`src/rtl/i2c_pkg.sv`:
```
// rtl/i2c_pkg.sv - shared state type and bus constants for the I2C register target
package i2c_pkg;

    typedef enum logic [3:0] {
        ST_IDLE,
        ST_ADDR,
        ST_ADDR_ACK,
        ST_PTR,
        ST_PTR_ACK,
        ST_WDATA,
        ST_WDATA_ACK,
        ST_RDATA,
        ST_RDATA_ACK
    } i2c_tgt_state_t;

    localparam logic I2C_ACK  = 1'b0;
    localparam logic I2C_NACK = 1'b1;
    localparam int   RW_BIT   = 0;

endpackage

```
`src/rtl/i2c_line_sync.sv`:
```
// rtl/i2c_line_sync.sv - 2-FF line synchroniser with optional stable-value filter (I2C_TGT_GLITCH_FILTER_EN) and edge pulses
module i2c_line_sync #(
    parameter int FILT_LEN = 4
) (
    input  logic sys_clk,
    input  logic rstn,
    input  logic line_in,
    output logic level,
    output logic rise,
    output logic fall
);

    logic [1:0] sync_q;
    logic       line_s;
    logic       level_d;

    // Idle I2C lines are high, so reset to 1 to avoid a phantom edge.
    always_ff @(posedge sys_clk or negedge rstn) begin
        if (!rstn) sync_q <= 2'b11;
        else       sync_q <= {sync_q[0], line_in};
    end

`ifdef I2C_TGT_GLITCH_FILTER_EN
    localparam int CNT_W = $clog2(FILT_LEN + 1);
    logic [CNT_W-1:0] stable_cnt;
    logic             filt_q;

    // Output follows the input only after FILT_LEN consecutive differing samples.
    always_ff @(posedge sys_clk or negedge rstn) begin
        if (!rstn) begin
            filt_q     <= 1'b1;
            stable_cnt <= '0;
        end else if (sync_q[1] == filt_q) begin
            stable_cnt <= '0;
        end else if (stable_cnt == CNT_W'(FILT_LEN - 1)) begin
            filt_q     <= sync_q[1];
            stable_cnt <= '0;
        end else begin
            stable_cnt <= stable_cnt + 1'b1;
        end
    end
    assign line_s = filt_q;
`else
    logic filt_len_unused;
    assign filt_len_unused = (FILT_LEN > 0);
    assign line_s = sync_q[1];
`endif

    always_ff @(posedge sys_clk or negedge rstn) begin
        if (!rstn) level_d <= 1'b1;
        else       level_d <= line_s;
    end

    assign level = line_s;
    assign rise  = line_s & ~level_d;
    assign fall  = ~line_s & level_d;

endmodule

```
`src/rtl/i2c_target_regs.sv`:
```
// rtl/i2c_target_regs.sv - I2C target exposing a register file over a strobe bus; glitch filter via I2C_TGT_GLITCH_FILTER_EN
module i2c_target_regs
    import i2c_pkg::*;
#(
    parameter logic [6:0] SLAVE_ADDR = 7'h68,
    parameter int         NUM_REGS   = 64,
    parameter int         FILT_LEN   = 4
) (
    input  logic       sys_clk,
    input  logic       rstn,
    input  logic       i2c_scl,
    input  logic       i2c_sda_in,
    output logic       i2c_sda_oe,
    output logic       reg_write,
    output logic       reg_read,
    output logic [7:0] reg_addr,
    output logic [7:0] reg_wdata,
    input  logic [7:0] reg_rdata,
    output logic       busy
);

    localparam int PTR_W = $clog2(NUM_REGS);

    logic scl_lvl, scl_rise, scl_fall;
    logic sda_lvl, sda_rise, sda_fall;

    i2c_line_sync #(.FILT_LEN(FILT_LEN)) u_scl_sync (
        .sys_clk(sys_clk), .rstn(rstn), .line_in(i2c_scl),
        .level(scl_lvl), .rise(scl_rise), .fall(scl_fall)
    );

    i2c_line_sync #(.FILT_LEN(FILT_LEN)) u_sda_sync (
        .sys_clk(sys_clk), .rstn(rstn), .line_in(i2c_sda_in),
        .level(sda_lvl), .rise(sda_rise), .fall(sda_fall)
    );

    logic start_det, stop_det;
    assign start_det = sda_fall & scl_lvl;
    assign stop_det  = sda_rise & scl_lvl;

    i2c_tgt_state_t   state, state_nxt;
    logic [7:0]       shreg, shreg_nxt;
    logic [3:0]       bit_cnt, bit_cnt_nxt;
    logic [PTR_W-1:0] ptr, ptr_nxt;
    logic             oe_nxt, busy_nxt, mack, mack_nxt, load_pend;
    logic             reg_write_nxt, reg_read_nxt;
    logic [7:0]       reg_addr_nxt, reg_wdata_nxt, byte_in;

    always_ff @(posedge sys_clk or negedge rstn) begin
        if (!rstn) begin
            state      <= ST_IDLE;
            shreg      <= '0;
            bit_cnt    <= '0;
            ptr        <= '0;
            i2c_sda_oe <= 1'b0;
            busy       <= 1'b0;
            mack       <= 1'b0;
            load_pend  <= 1'b0;
            reg_write  <= 1'b0;
            reg_read   <= 1'b0;
            reg_addr   <= '0;
            reg_wdata  <= '0;
        end else begin
            state      <= state_nxt;
            shreg      <= shreg_nxt;
            bit_cnt    <= bit_cnt_nxt;
            ptr        <= ptr_nxt;
            i2c_sda_oe <= oe_nxt;
            busy       <= busy_nxt;
            mack       <= mack_nxt;
            load_pend  <= reg_read;
            reg_write  <= reg_write_nxt;
            reg_read   <= reg_read_nxt;
            reg_addr   <= reg_addr_nxt;
            reg_wdata  <= reg_wdata_nxt;
        end
    end

    always_comb begin
        state_nxt     = state;
        shreg_nxt     = shreg;
        bit_cnt_nxt   = bit_cnt;
        ptr_nxt       = ptr;
        oe_nxt        = i2c_sda_oe;
        busy_nxt      = busy;
        mack_nxt      = mack;
        reg_write_nxt = 1'b0;
        reg_read_nxt  = 1'b0;
        reg_addr_nxt  = reg_addr;
        reg_wdata_nxt = reg_wdata;
        byte_in       = {shreg[6:0], sda_lvl};

        if (start_det) begin
            state_nxt   = ST_ADDR;
            bit_cnt_nxt = '0;
            oe_nxt      = 1'b0;
        end else if (stop_det) begin
            state_nxt = ST_IDLE;
            oe_nxt    = 1'b0;
            busy_nxt  = 1'b0;
        end else if (load_pend) begin
            // Read data arrives the cycle after the request; present its MSB at once.
            shreg_nxt   = reg_rdata;
            oe_nxt      = ~reg_rdata[7];
            bit_cnt_nxt = '0;
        end else if (scl_rise) begin
            case (state)
                ST_ADDR, ST_PTR, ST_WDATA: begin
                    shreg_nxt   = byte_in;
                    bit_cnt_nxt = bit_cnt + 4'd1;
                    if (bit_cnt == 4'd7 && state == ST_PTR) ptr_nxt = byte_in[PTR_W-1:0];
                    if (bit_cnt == 4'd7 && state == ST_WDATA) begin
                        reg_write_nxt = 1'b1;
                        reg_addr_nxt  = 8'(ptr);
                        reg_wdata_nxt = byte_in;
                        ptr_nxt       = ptr + 1'b1;
                    end
                end
                ST_RDATA:     bit_cnt_nxt = bit_cnt + 4'd1;
                ST_RDATA_ACK: mack_nxt = (sda_lvl == I2C_ACK);
                default: ;
            endcase
        end else if (scl_fall) begin
            case (state)
                ST_ADDR: if (bit_cnt == 4'd8) begin
                    if (shreg[7:1] == SLAVE_ADDR) begin
                        state_nxt = ST_ADDR_ACK;
                        oe_nxt    = 1'b1;
                        busy_nxt  = 1'b1;
                    end else begin
                        state_nxt = ST_IDLE;
                        oe_nxt    = 1'b0;
                        busy_nxt  = 1'b0;
                    end
                end
                ST_ADDR_ACK: begin
                    oe_nxt      = 1'b0;
                    bit_cnt_nxt = '0;
                    if (shreg[RW_BIT]) begin
                        state_nxt    = ST_RDATA;
                        reg_read_nxt = 1'b1;
                        reg_addr_nxt = 8'(ptr);
                        ptr_nxt      = ptr + 1'b1;
                    end else begin
                        state_nxt = ST_PTR;
                    end
                end
                ST_PTR: if (bit_cnt == 4'd8) begin
                    state_nxt = ST_PTR_ACK;
                    oe_nxt    = 1'b1;
                end
                ST_PTR_ACK, ST_WDATA_ACK: begin
                    state_nxt   = ST_WDATA;
                    oe_nxt      = 1'b0;
                    bit_cnt_nxt = '0;
                end
                ST_WDATA: if (bit_cnt == 4'd8) begin
                    state_nxt = ST_WDATA_ACK;
                    oe_nxt    = 1'b1;
                end
                ST_RDATA: begin
                    if (bit_cnt == 4'd8) begin
                        state_nxt = ST_RDATA_ACK;
                        oe_nxt    = 1'b0;
                    end else begin
                        shreg_nxt = {shreg[6:0], 1'b0};
                        oe_nxt    = ~shreg[6];
                    end
                end
                ST_RDATA_ACK: begin
                    bit_cnt_nxt = '0;
                    if (mack) begin
                        state_nxt    = ST_RDATA;
                        reg_read_nxt = 1'b1;
                        reg_addr_nxt = 8'(ptr);
                        ptr_nxt      = ptr + 1'b1;
                    end else begin
                        state_nxt = ST_IDLE;
                        oe_nxt    = 1'b0;
                        busy_nxt  = 1'b0;
                    end
                end
                default: ;
            endcase
        end
    end

endmodule

```
`config.mk`:
```
export PLATFORM = sky130hd
export DESIGN_NAME = i2c_target_regs
export DESIGN_NICKNAME = d
export VERILOG_FILES = /design/src/rtl/i2c_pkg.sv /design/src/rtl/i2c_line_sync.sv /design/src/rtl/i2c_target_regs.sv
export SDC_FILE = /design/constraint.sdc
export NUM_CORES = 1
export LEC_CHECK = 0
export BUFFER_PORTS_ARGS = -buffer_cell sky130_fd_sc_hd__buf_2
export CAP_MARGIN = 20
export CORE_ASPECT_RATIO = 0.8
export CORE_MARGIN = 3
export CORE_UTILIZATION = 30
export DETAILED_ROUTE_END_ITERATION = 8
export SYNTH_ARGS = -nofsm -noshare
export SYNTH_HDL_FRONTEND = slang
export SYNTH_SLANG_ARGS = --single-unit
```
`constraint.sdc`:
```
create_clock -name sys_clk -period 2.3 [get_ports sys_clk]
set_clock_uncertainty 0.1 [all_clocks]
set_input_delay 0 -clock sys_clk [delete_from_list [all_inputs] [get_ports sys_clk]]
set_output_delay 0 -clock sys_clk [all_outputs]
set_load 0.005 [all_outputs]
```
==> results by group <==
Run status
  • Status: complete, no violations

Timing
  • Final setup fails: 0
  • Setup tns final: 0 ns
  • RSZ-0062 raised after global routing: true
  • Slew @ Worst Pin: 0.612 ns
  • Final Hold Vio Count: 0
  • Final worst-path cycle share: 94.9%
  • Pins over their slew limit: 0
  • Final WS setup: 0.116 ns
  • Period minus WS final: 2.18 ns
  • Rel. slew slack: 59.2%
  • Max Freq: 458 MHz

Worst setup path
  • Critical-path maximum fanout: 13
  • CP Capture Type: register
  • Worst Path Arrival: 2.28 ns
  • Critical setup path kind: reg -> reg
  • Worst path required time: 2.39 ns
  • Crit path launch type: register

Route
  • Avg WL per Cell: 15.1 um
  • DR vias/cell: 5.13
  • # DRC: 0
  • Vias: 2098
  • Drt pass-1 iters: 4
  • Detailed Route Iter0 Violations: 192
  • Remaining antenna violation count: 0
  • Total Wirelength: 6.16 mm

Place
  • Routability cong.: 0.896
  • Setup Slack @ Placement: 0.0420 ns
  • Port bufs: 29
  • Inst Count DP: 387
  • HPWL after detailed placement: 4.48 mm

Finish
  • Area grow syn2layout: 27.0%
  • Non-Filler Instances: 409
  • Commonest non-fill, non-tap cells in the layout: dfrtp_1 (42), buf_2 (29), mux2_2 (22), buf_4 (18), inv_1 (16)
  • Final Util: 40.3%
  • Share of layout cells above drive strength 1: 34.9%
  • Diode count: 0
  • Leading cell type in the layout, fill and taps excluded: dfrtp_1
  • Fillers: 797
  • Nets: 317

Floorplan
  • # rows: 29
  • Die height: 88.9 um
  • Die W: 110 um
  • Top Ports: 32
  • Starting density of the core: 31.7%
  • Die ar.: 0.00976 mm2
  • Core area: 0.00813 mm2

Global route
  • Vias in the first global route: 1953
  • Gr usage total: 13.2%
  • Pin count of the biggest net entering global routing: 49
  • First-pass GRT wire length: 10.0 mm
  • Antenna violations before repair: 0
  • Total gr overflow: 0

Synth
  • Post-synthesis mux area share: 14.9%
  • Yosys warning total: 0
  • Sequential-to-total area share from yosys stat: 46.8%
  • EDFF count, synth: 0
  • Post-Synth Adder-Cell Area: 2.81%
  • Largest family of logic cells by synthesized area: multiplexers
  • Cells after synthesis: 245
  • Synth Area in Simple Gates: 14.6%
  • Synth Register Bits: 48
  • Most area-consuming cells after synthesis: dfrtp_1 (41%), mux2_2 (12%), dfstp_2 (6.1%)
  • Share of the synthesized area in the top cell type: 40.7%
  • Async SR Flop Fraction: 100%
  • Synth area leader: dfrtp_1
  • Mean Syn Cell Area: 10.5 um2
  • Synth Area in Compound Gates: 14.5%
  • Ys flop type: dfrtp_1
  • Synth cell types: 53
  • Post-synthesis xor/xnor area fraction: 0.679%
  • Synthesized area: 0.00258 mm2

Job
  • Maxcap violations: 0

Hold path
  • Hold crit path type: in -> async

Power
  • Max rail drop VDD: 295 uV
  • Static leakage: 1.56 nW
  • Power per cell area: 633 mW/mm2

Clock network
  • CTS clock-pin slew for the worst setup and hold paths: 0.09 ns
  • Clock buffer count from CTS: 5
  • CTS Sinks: 48
  • CTS root buf: clkbuf_8
  • Max Buffers Root-to-Sink: 2
  • Max H-tree Level: 2
  • Clk_lat worst skew: 0.30 ns
  • TritonCTS clock tree: done
==> cells in the mapped netlist, types with 2 or more instances <==
library cell	number
a2111o_1	2
a211oi_1	2
a21oi_1	14
a22oi_1	3
a31oi_1	4
a41oi_1	2
and3_1	3
buf_1	3
buf_2	7
buf_4	2
clkbuf_1	3
dfrtp_1	42
dfstp_2	6
ha_1	5
inv_1	18
mux2_2	28
mux2i_1	7
nand2_1	10
nand3_1	8
nand3b_1	6
nand4_1	4
nor2_1	14
nor3_1	4
nor3b_1	4
o21ai_0	8
o22a_1	2
o22ai_1	3
o31ai_1	4
or4_1	2
xor2_1	2
==> per-stage QoR <==
step	total power, mW	instance area [um2]	hold WS [ns]
6_report	2.07	3280	0.217
5_1_grt	2.19	3280	0.238
4_1_cts	2.08	3230	0.227
3_5_place_dp	1.46	3010	0.00732
3_3_place_gp	1.46	3010	0.00592
2_1_floorplan	1.31	2630	-0.396
==> cell type report <==
| type | count | area (um2) | area share [%] |
|---|---|---|---|
| clock buffer | 6 | 72.6 | 2.22 |
| clock inverter | 2 | 35.0 | 1.07 |
| inverter | 18 | 71.3 | 2.18 |
| multi-input combinational | 165 | 1290 | 39.4 |
| sequential | 48 | 1210 | 36.9 |
| tap | 108 | 135 | 4.13 |
| timing repair buffer | 62 | 462 | 14.1 |
==> report_power, final <==
part | switching [mW] | internal [mW]
clock | 0.282 | 0.323
sequential | 0.113 | 0.934
combinational | 0.205 | 0.218
==> per-layer routing <==
metal  GRT usage [%]  vias up  share of wire [%]  routed length, um
li1                -      994                  -                  -
met1            20.5     1025                 51               3170
met2            18.7       73                 42               2600
met3            2.74        6                5.7                350
met4            2.83        0               0.65                 40
met5               0        -                  0                  0
==> kinds of logic after synthesis <==
kind of cell / after synthesis
and+or+nand+nor: 65
AOI/OAI and AO/OA: 55
DFF: 48
muxes: 35
buffers and inverters: 33
adders and majority gates: 6
xor gates and xnor gates: 2
other: 1
==> worst max-delay path, cell delays in order (launching register included) <==
cell and delay, ns:
dfrtp_1 0.42, ha_1 0.21, nand3b_1 0.20, nand4b_1 0.23, a2111o_1 0.59, a211o_1 0.34
==> flip-flops by register name (all words and copies together) (netlist names), 2 cells and up <==
signal             flops
bit_cnt                4
shreg                  8
state                  4
reg_wdata              8
ptr                    6
reg_addr               6
u_sda_sync.sync_q      2
u_scl_sync.sync_q      2
==> final timing paths <==
check / slack (ns) / endpoint / startpoint / depth (start not counted)
min in group sys_clk: 0.24 / u_scl_sync.sync_q[0] / i2c_scl / 2
worst min-delay path: 0.22 / state[1] / rstn / 3
worst max register to register: 0.12 / ptr[0] / bit_cnt[0] / 5
max in group asynchronous: 1.46 / bit_cnt[0] / rstn / 3
worst min register to register: 0.26 / u_scl_sync.sync_q[1] / u_scl_sync.sync_q[0] / 0
worst max-delay path: 0.12 / ptr[0] / bit_cnt[0] / 5
==> repair_timing <==
item / 4_1_cts / 5_1_grt
endpoints found under the hold margin: 52 / 0
setup endpoints to repair: 0 / 12
gates resized for setup: 0 / 6
hold buffers: 11 / 0
buffers inserted: 0 / 3
No activity file was read; power rests on OpenSTA's default activity.
